===== src/rtl/uart_tx_buffer.sv =====
// Byte FIFO between the UART controller transmit path and the serializer.
// First-word-fall-through read side, sticky overflow on writes while full.
module uart_tx_buffer #(
  parameter int DLEN  = 8,
  parameter int DEPTH = 16,
  parameter int AW    = $clog2(DEPTH)
) (
  input  logic            clk,
  input  logic            rstn,
  input  logic            i_s_tvalid,
  output logic            o_s_tready,
  input  logic [DLEN-1:0] i_s_tdata,
  output logic            o_m_tvalid,
  input  logic            i_m_tready,
  output logic [DLEN-1:0] o_m_tdata,
  output logic            o_full,
  output logic            o_empty,
  output logic [AW:0]     o_count,
  output logic            o_overflow,
  input  logic            i_clr_overflow
);

  logic [DLEN-1:0] r_mem [DEPTH];
  logic [AW-1:0]   r_wptr;
  logic [AW-1:0]   r_rptr;
  logic [AW:0]     r_count;
  logic            r_ovf;

  logic            w_push;
  logic            w_pop;

  assign o_full     = (r_count == (AW+1)'(DEPTH));
  assign o_empty    = (r_count == '0);
  assign o_count    = r_count;
  assign o_overflow = r_ovf;

  // Ready gated by reset so nothing is accepted in the reset cycle.
  assign o_s_tready = rstn & ~o_full;
  assign o_m_tvalid = ~o_empty;
  assign o_m_tdata  = r_mem[r_rptr];

  assign w_push = i_s_tvalid & o_s_tready;
  assign w_pop  = o_m_tvalid & i_m_tready & rstn;

  always_ff @(posedge clk) begin
    if (w_push) begin
      r_mem[r_wptr] <= i_s_tdata;
    end
  end

  always_ff @(posedge clk) begin
    if (!rstn) begin
      r_wptr  <= '0;
      r_rptr  <= '0;
      r_count <= '0;
      r_ovf   <= 1'b0;
    end else begin
      if (w_push) begin
        r_wptr <= r_wptr + 1'b1;
      end
      if (w_pop) begin
        r_rptr <= r_rptr + 1'b1;
      end
      unique case ({w_push, w_pop})
        2'b10:   r_count <= r_count + 1'b1;
        2'b01:   r_count <= r_count - 1'b1;
        default: r_count <= r_count;
      endcase
      // Set has priority over a coincident clear.
      if (i_s_tvalid & o_full) begin
        r_ovf <= 1'b1;
      end else if (i_clr_overflow) begin
        r_ovf <= 1'b0;
      end
    end
  end

endmodule


===== config.mk =====
export PLATFORM = sky130hd
export DESIGN_NAME = uart_tx_buffer
export DESIGN_NICKNAME = d
export VERILOG_FILES = /design/src/rtl/uart_tx_buffer.sv
export SDC_FILE = /design/constraint.sdc
export NUM_CORES = 1
export LEC_CHECK = 0
export CAP_MARGIN = 5
export CORE_MARGIN = 2
export CORE_UTILIZATION = 64
export DETAILED_ROUTE_END_ITERATION = 10
export GPL_TIMING_DRIVEN = 0
export PLACE_DENSITY = 0.94
export SYNTH_ARGS = -nofsm -noshare
export SYNTH_HDL_FRONTEND = slang
export SYNTH_SLANG_ARGS = --single-unit

===== constraint.sdc =====
create_clock -name clk -period 4.73 [get_ports clk]
set_input_delay 0.473 -clock clk [delete_from_list [all_inputs] [get_ports clk]]
set_output_delay 0.473 -clock clk [all_outputs]
set_load 0.005 [all_outputs]

==> results.py, run 1 <==
metrics = {
    "synth": {
        "synthesis.area_sq_mm": 0.00595,
        "yosys.area.top_type_share": 0.646,
        "synthCells": 309,
        "synth-compound-area-share": 0.0168,
        "synth.avg_cell_area_sq_um": 19.3,
        "yosysWarnings": 0,
        "synth_xor_area_frac": 0.0162,
        "synthArstFlopShare": 0,
        "netlist_top_cells_count": "128 x edfxtp_1, 26 x nor2_1, 24 x mux4_1",
        "synthAdderAreaFrac": 0.0168,
        "yosys.area_share.simple": 0.0490,
        "synth_top_cell_by_area": "edfxtp_1",
        "synth.area.top_cells": "edfxtp_1 65%, mux4_1 11%, dfxtp_1 6.1%",
        "synth_edf_count": 128,
        "post-synth-top-count-cell": "edfxtp_1",
        "ys_ff_latch": 146,
        "synth_top_family_by_area": "multiplexers",
        "ys.flop_type": "edfxtp_1",
        "synth-seq-area-share": 0.706,
        "synth_mux_area_frac": 0.172,
        "syn_nets": 330,
        "yosys.cell_types.count": 34,
    },
    "worst_setup_path": {
        "cp-start-kind": "register",
        "worstSetupPathType": "register to output port",
        "crit_family": "buffers and inverters",
        "critPathMaxStageDelay_ns": 0.54,
        "worstPathArrival_ns": 2.99,
        "cp.buffers_inverters": 2,
        "r2r-start": "o_count[1]",
        "worstSetupEndpointType": "output port",
        "reg2reg_depth": 12,
        "cp-endpoint": "o_m_tdata[2]",
        "crit_slowest_cell": "clkbuf_1",
        "crit_required_ns": 4.26,
        "reg2reg_to": "o_count[4]",
        "r2r_setup_slack_ns": 1.68,
        "crit_chain": "clkbuf_1 > mux4_1 > mux4_2 > clkdlybuf4s50_1",
        "path_depth": 4,
        "critPathMaxFanout": 10,
    },
    "route": {
        "via_per_inst": 6.53,
        "wl_um": 12400,
        "wl_per_cell_um": 25.6,
        "antenna_left": 0,
        "via_count": 3160,
        "remaining_drc_errors": 0,
        "drt_iter0_drc": 243,
        "first_pass_iters": 5,
    },
    "global_route": {
        "overflow": 0,
        "use_met1": 0.340,
        "grt_pass1_vias": 3141,
        "grt_pass1_wl_um": 18700,
        "met2_usage": 0.448,
        "busiest_layer": "met2",
        "antenna_found_initial": 0,
        "met3_usage": 0.0912,
        "grt_usage": 0.271,
        "grt_start_max_net_pins": 17,
    },
    "timing": {
        "hold_viol_final": 0,
        "period_share": 0.733,
        "fmax_mhz": 289,
        "worst_pin_slew_ns": 1.35,
        "fin_skew_ns": 0.0107,
        "slew_headroom": 0.0962,
        "slew_violations": 0,
        "final.setup.tns_ns": 0,
        "rsz0062_at_grt": "no",
        "fin_crit_ns": 3.47,
        "final-setup-viol-count": 0,
    },
    "finish": {
        "nFillCells": 476,
        "syn_to_final_growth_pct": 18.1,
        "final_area_sq_mm": 0.00703,
        "drive_above_1_share": 0.147,
        "diodes": 0,
        "num-nets-final": 381,
        "stdcell_count": 484,
    },
    "min_path": {
        "hp-class": "register to register",
    },
    "place": {
        "gp_congestion": 0.884,
        "dp.cells": 450,
        "place_area_sq_mm": 0.00639,
        "io_buffers": 30,
        "dp_hpwl_um": 7380,
    },
    "clocking": {
        "cts.sinks": 146,
        "cts-root-buf": "clkbuf_8",
        "ctsHoldBuffers": 0,
        "cts_tree": "built",
        "post_cts_resized": 0,
        "clk_pin_slew_ns": 0.06,
        "clock_path_buffers": 2,
        "clk_latency_ns": 0.52,
        "h-tree-depth": 4,
        "cts_setup_buffers": 0,
        "numCtsBuffers": 17,
    },
    "pwr": {
        "leakage_nw": 2.32,
        "ir_drop_mv": 0.221,
        "powerDensity_mw_per_mm2": 455,
    },
    "floorplanning": {
        "num_rows": 35,
        "dieWidth_um": 100,
        "die_area_sq_mm": 0.0101,
        "fp.coreArea_sq_mm": 0.00911,
        "start_util": 0.653,
        "boundaryPins": 31,
        "dieHeight_um": 100,
    },
    "job": {
        "cap_violations": 0,
    },
    "status": {
        "status": "completed",
    },
}
[report_power, final]
part	leakage, nW	internal [mW]	switching [mW]
Clock	0.299	0.911	0.505
Sequential	1.30	1.42	0.0171
Combinational	0.719	0.186	0.156
[through the flow]
stage | hold slack [ns] | util | worst slack (ns) | power [mW]
after global routing | 0.550 | 0.772 | 1.15 | 3.28
after floorplan | 0.476 | - | 1.99 | 1.67
after CTS | 0.521 | 0.771 | 1.19 | 3.21
after global placement | 0.484 | 0.702 | 1.05 | 1.78
final | 0.521 | 0.772 | 1.26 | 3.20
after detailed placement | 0.509 | 0.702 | 0.950 | 1.79
[cell type report]
class	count	area [sq um]	area share
Clock inverter	13	209	0.0297
Inverter	9	33.8	0.00481
Buffer	15	104	0.0148
Multi-Input combinational cell	139	1610	0.229
Timing Repair Buffer	32	310	0.0441
Clock buffer	19	422	0.0600
Tap cell	111	139	0.0198
Sequential cell	146	4200	0.598
[worst min-delay path, delay by kind of cell, from the launching register on]
family           cells  cell delay (ns)
flip-flops           1             0.33
AND/OR/NAND/NOR      1             0.08
AO/OA/AOI/OAI        1             0.07
[worst min-delay path by stage]
stage	start	end	slack (ns)	cells past startpoint
2_1_floorplan	r_rptr[1]	register	0.48	2
3_3_place_gp	r_rptr[1]	r_rptr[1]	0.48	2
3_5_place_dp	r_rptr[1]	r_rptr[1]	0.51	2
4_1_cts	r_rptr[1]	r_rptr[1]	0.52	2
5_1_grt	r_rptr[1]	r_rptr[1]	0.55	2
6_report	r_rptr[1]	r_rptr[1]	0.52	2
[per-layer routing]
metal / wire length, um / up-vias
li1: - / 1355
met1: 4750 / 1638
met2: 6510 / 144
met3: 866 / 23
met4: 267 / 0
met5: 0 / -
[sequential cells by signal (all words and copies together), names as in the netlist, named ones only]
signal      flops
r_mem         128
o_count         5
r_rptr          4
r_wptr          4
o_overflow      1
[layout by cell type, fill, tap and decap left out, drive strengths merged]
cell type and count:
buf 10, a21oi 7, clkinv 3, xnor2 3
clkdlybuf4s50 30, a211oi 1, nand2 14, nand4b 1
nor2b 1, o21bai 1, dfxtp 18, edfxtp 128
o21ai 3, clkinvlp 3, bufinv 5, inv 11
mux2i 3, nor3 6, xor2 8, nor4 1
nand4 1, nand2b 2, nor3b 1, clkbuf 26
o211ai 1, mux4 40, o31ai 2, nor2 26
and3b 2, or3 2, ha 8, or4 1
nand3 4
[kinds of logic (layout without fill, tap and decap cells)]
group	Yosys count	after routing
xor gates and xnor gates	11	11
muxes	43	43
buffers and inverters	24	88
AOI/OAI and AO/OA	15	15
DFF	146	146
and+or+nand+nor	62	62
adders and majority gates	8	8
No activity file was read; power rests on OpenSTA's default activity.
==> inputs of run 2 (changes only) <==
--- a/config.mk
+++ b/config.mk
@@ -7,10 +7,10 @@
 export LEC_CHECK = 0
 export CAP_MARGIN = 5
 export CORE_MARGIN = 2
-export CORE_UTILIZATION = 64
+export CORE_UTILIZATION = 59
 export DETAILED_ROUTE_END_ITERATION = 10
 export GPL_TIMING_DRIVEN = 0
-export PLACE_DENSITY = 0.94
+export PLACE_DENSITY = 0.89
 export SYNTH_ARGS = -nofsm -noshare
 export SYNTH_HDL_FRONTEND = slang
 export SYNTH_SLANG_ARGS = --single-unit
==> constraint.sdc (replaced) <==
create_clock -name clk -period 3.4 [get_ports clk]
set_input_delay 0.34 -clock clk [delete_from_list [all_inputs] [get_ports clk]]
set_output_delay 0.34 -clock clk [all_outputs]
set_load 0.005 [all_outputs]
==> run 2 against run 1 <==
Global-route usage down 3.1 points. Total power up 33%. Final cell count up 4.3%. First-iteration DRC count up 9.5%. Cell area down 0.39%. Critical path depth unchanged.
==> results.py, run 2 (synthesis gave the netlist of run 1 again) <==
metrics = {
    "global_route": {
        "grt_pass1_wl_um": 18400,
        "grt_start_max_net_pins": 17,
        "grt_usage": 0.239,
        "antenna_found_initial": 0,
        "grt_pass1_vias": 3167,
        "overflow": 0,
    },
    "route": {
        "first_pass_iters": 5,
        "wl_um": 11900,
        "via_per_inst": 6.06,
        "wl_per_cell_um": 23.6,
        "drt_iter0_drc": 266,
        "remaining_drc_errors": 0,
        "antenna_left": 0,
        "via_count": 3059,
    },
    "floorplanning": {
        "start_util": 0.609,
        "fp.coreArea_sq_mm": 0.00977,
        "boundaryPins": 31,
        "dieHeight_um": 104,
        "dieWidth_um": 104,
        "num_rows": 36,
        "die_area_sq_mm": 0.0109,
    },
    "clocking": {
        "clock_path_buffers": 2,
        "h-tree-depth": 4,
        "cts-root-buf": "clkbuf_8",
        "clk_latency_ns": 0.52,
        "cts_tree": "built",
        "clk_pin_slew_ns": 0.07,
        "cts.sinks": 146,
        "ctsHoldBuffers": 0,
        "numCtsBuffers": 17,
    },
    "worst_setup_path": {
        "critPathMaxFanout": 10,
        "crit_required_ns": 3.06,
        "worstPathArrival_ns": 2.95,
        "worstSetupPathType": "register to output port",
        "worstSetupEndpointType": "output port",
        "cp-start-kind": "register",
        "reg2reg_depth": 12,
    },
    "pwr": {
        "p_comb_frac": 0.112,
        "leakage_nw": 2.29,
        "switchingPower_uw": 955,
        "total_power_mw": 4.25,
        "p_int_mw": 3.29,
        "powerDensity_mw_per_mm2": 606,
        "ir_drop_mv": 0.298,
        "sequentialPowerShare": 0.471,
        "swShare": 0.225,
        "p_clk_frac": 0.417,
    },
    "finish": {
        "syn_to_final_growth_pct": 17.7,
        "diodes": 0,
        "layout_common_cells": "128 x edfxtp_1, 30 x clkdlybuf4s50_1, 26 x nor2_1, 24 x mux4_1, 18 x dfxtp_1",
        "drive_above_1_share": 0.148,
        "stdcell_count": 505,
        "num-nets-final": 380,
        "largest_register_ffs": 128,
        "largest-register": "r_mem",
        "final_common_cell": "edfxtp_1",
    },
    "timing": {
        "period_share": 0.967,
        "fmax_mhz": 304,
        "slew_violations": 0,
        "hold_viol_final": 0,
        "final-setup-viol-count": 0,
        "worst_pin_slew_ns": 1.25,
        "fin_skew_ns": 0.0118,
        "slew_headroom": 0.160,
        "final.setup.tns_ns": 0,
        "fin_crit_ns": 3.29,
        "rsz0062_at_grt": "no",
    },
    "status": {
        "status": "completed",
    },
    "place": {
        "gp_congestion": 0.805,
        "dp.cells": 472,
        "io_buffers": 30,
        "dp_hpwl_um": 7270,
    },
    "min_path": {
        "hp-class": "input pin to register",
        "whs_path_depth": 4,
    },
    "job": {
        "cap_violations": 0,
    },
}
run 2: cell count changes in the layout (fill, tap and decap cells not counted), sizes merged:
cell / change
bufinv: -3
buf: -3
clkbuf: +2
inv: +3
run 2: metal layers:
| metal | wire length [um] | GRT usage | part of all wire |
|---|---|---|---|
| met4 | 299 | 0.107 | 0.025 |
| met5 | 0 | 0 | 0 |
| met2 | 6530 | 0.415 | 0.55 |
| met3 | 639 | 0.0576 | 0.054 |
| met1 | 4430 | 0.286 | 0.37 |
run 2: what timing repair did:
action	in CTS	in global routing
setup endpoints to repair	0	6
hold endpoints to repair	0	0
buffers inserted	0	0
resized for setup	0	1
run 2: power by group through the flow:
stage                     registers, mW  clock network (mW)  logic (mW)
after floorplan                    2.03                   0       0.293
final                              2.00                1.77       0.475
after detailed placement           2.04                   0       0.467
after global routing               2.00                1.87       0.508
after CTS                          2.00                1.80       0.478
after global placement             2.03                   0       0.452
run 2: path summary, 6_finish.rpt:
check	slack [ns]	startpoint	end
max	0.11	register	o_m_tdata[7]
min	0.46	i_clr_overflow	o_overflow
max reg2reg	0.41	o_count[0]	o_count[4]
min reg2reg	0.53	r_rptr[1]	r_rptr[1]
run 2: final cells by class:
type,instances,area (sq um)
clock inverter,13,150
timing repair buffer,31,308
multi-input combinational,139,1610
buffer,15,105
tap,133,166
inverter,9,33.8
sequential,146,4200
clock buffer,19,422
fill,589,2770
run 2: worst max-delay path, stage by stage (launching register included):
cell and delay (ns):
dfxtp_1 0.44, clkbuf_1 0.57, mux4_1 0.43, mux4_2 0.51, clkdlybuf4s50_1 0.46
run 2: stage by stage:
stage                     worst slack [ns]  hold WS (ns)  instance area, sq um   util
after global placement              -0.125         0.491                  6420  0.657
after CTS                          0.00565         0.448                  6990  0.715
after global routing                0.0156         0.500                  7000  0.716
final                                0.113         0.464                  7000  0.716
after floorplan                      0.681         0.439                  5950      -
after detailed placement            -0.226         0.519                  6420  0.657
==> inputs of run 3 (changes only) <==
--- a/config.mk
+++ b/config.mk
@@ -5,7 +5,7 @@
 export SDC_FILE = /design/constraint.sdc
 export NUM_CORES = 1
 export LEC_CHECK = 0
-export CAP_MARGIN = 5
+export CAP_MARGIN = 15
 export CORE_MARGIN = 2
 export CORE_UTILIZATION = 59
 export DETAILED_ROUTE_END_ITERATION = 10
==> run 3 against run 2 <==
Cell area is 0.14% higher. Count of clock-buffer cells in the layout unchanged. Total power barely moved. Sequential power barely moved. Highest routed layer unchanged.
==> results.py, run 3 (synthesis gave the netlist of run 1 again) <==
metrics = {
    "finish": {
        "largest_register_ffs": 128,
        "fin_util": 0.717,
        "num-nets-final": 382,
        "layout_common_cells": "128 x edfxtp_1, 30 x clkdlybuf4s50_1, 26 x nor2_1, 24 x mux4_1, 18 x dfxtp_1",
        "multi_input_area_sq_mm": 0.00161,
        "drive_above_1_share": 0.152,
        "syn_to_final_growth_pct": 17.9,
        "seq_area_sq_mm": 0.00420,
        "final_common_cell": "edfxtp_1",
        "largest-register": "r_mem",
        "diodes": 0,
        "nFillCells": 587,
    },
    "timing": {
        "timing.final.ws_setup_ns": 0.118,
        "worst_pin_slew_ns": 0.983,
        "period_share": 0.965,
        "hold_viol_final": 0,
        "fmax_mhz": 305,
        "rsz0062_at_grt": "no",
        "fin_crit_ns": 3.28,
        "fin_skew_ns": 0.0137,
        "slew_headroom": 0.342,
        "slew_violations": 0,
        "final-setup-viol-count": 0,
    },
    "global_route": {
        "grt_pass1_vias": 3167,
        "overflow": 0,
        "grt_pass1_wl_um": 18400,
        "antenna_found_initial": 0,
        "grt_usage": 0.239,
        "grt_start_max_net_pins": 17,
    },
    "worst_setup_path": {
        "r2r_setup_slack_ns": 0.42,
        "reg2reg_depth": 12,
        "worstSetupPathType": "register to output port",
        "worstPathArrival_ns": 2.94,
        "r2r-start": "o_count[0]",
        "critPathMaxFanout": 10,
        "worstSetupEndpointType": "output port",
        "cp-start-kind": "register",
        "crit_required_ns": 3.06,
        "reg2reg_to": "o_count[4]",
    },
    "place": {
        "dp_slack_ns": -0.226,
        "io_buffers": 30,
        "gp_congestion": 0.805,
        "dp_hpwl_um": 7270,
    },
    "clocking": {
        "cts_setup_buffers": 0,
        "clock_path_buffers": 2,
        "cts.sinks": 146,
        "numCtsBuffers": 17,
        "ctsHoldBuffers": 0,
        "cts_tree": "built",
        "cts-root-buf": "clkbuf_8",
        "clk_pin_slew_ns": 0.07,
        "h-tree-depth": 4,
        "post_cts_resized": 0,
        "clk_latency_ns": 0.52,
    },
    "floorplanning": {
        "die_area_sq_mm": 0.0109,
        "num_rows": 36,
        "fp.coreArea_sq_mm": 0.00977,
        "boundaryPins": 31,
        "dieHeight_um": 104,
        "dieWidth_um": 104,
        "start_util": 0.609,
    },
    "job": {
        "cap_violations": 0,
    },
    "route": {
        "remaining_drc_errors": 0,
        "via_per_inst": 6.03,
        "drt_iter0_drc": 221,
        "wl_per_cell_um": 23.5,
        "first_pass_iters": 4,
        "via_count": 3055,
        "antenna_left": 0,
        "wl_um": 11900,
    },
    "pwr": {
        "powerDensity_mw_per_mm2": 605,
        "leakage_nw": 2.30,
        "ir_drop_mv": 0.295,
    },
    "min_path": {
        "min_from": "i_clr_overflow",
        "whs_path_depth": 4,
        "hp-class": "input pin to register",
        "min_to": "o_overflow",
    },
    "status": {
        "status": "completed",
    },
}
[run 3: cell types whose count changed in the layout (fill, tap and decap cells not counted)]
cell   before  now
buf_2       1    3
[run 3: layer usage]
| layer | vias to the layer above | global-route usage | wire length [um] |
|---|---|---|---|
| met5 | - | 0 | 0 |
| met4 | 0 | 0.107 | 293 |
| met3 | 18 | 0.0576 | 670 |
| met2 | 119 | 0.415 | 6520 |
| met1 | 1565 | 0.286 | 4410 |
| li1 | 1353 | - | - |
[run 3: critical path, stage by stage (launching register included)]
cell	delay [ns]
dfxtp_1	0.44
clkbuf_1	0.57
mux4_1	0.43
mux4_2	0.51
clkdlybuf4s50_1	0.47
[run 3: per-stage QoR]
stage               hold slack, ns  cell area [sq um]  total power, mW  setup TNS [ns]  instances
floorplan                    0.439               5950             2.32               0        309
global placement             0.491               6420             2.48          -0.186        472
detailed placement           0.519               6420             2.50          -0.384        472
CTS                          0.448               6990             4.28               0        504
global route                 0.500               7010             4.38               0        507
finish                       0.466               7010             4.24               0        507
[run 3: how the worst max path moves through the flow]
| stage | endpoint | slack [ns] | cells after the start |
|---|---|---|---|
| floorplan | o_count[4] | 0.68 | 12 |
| global placement | o_count[4] | -0.13 | 13 |
| detailed placement | o_count[4] | -0.23 | 13 |
| CTS | o_m_tdata[7] | 0.006 | 4 |
| global route | o_m_tdata[7] | 0.02 | 4 |
| finish | o_m_tdata[7] | 0.12 | 4 |
[run 3: final cells by class]
class	count	area share
Timing Repair Buffer	33	0.0453
Buffer	15	0.0150
Multi-Input combinational cell	139	0.230
Clock buffer	19	0.0601
Sequential cell	146	0.599
Tap cell	133	0.0237
Clock inverter	13	0.0214
Inverter	9	0.00482
[run 3: where the power goes]
part           internal (mW)  total, mW  switching [mW]
Sequential              1.98       2.00          0.0239
Clock                   1.06       1.77           0.713
Combinational          0.260      0.475           0.215
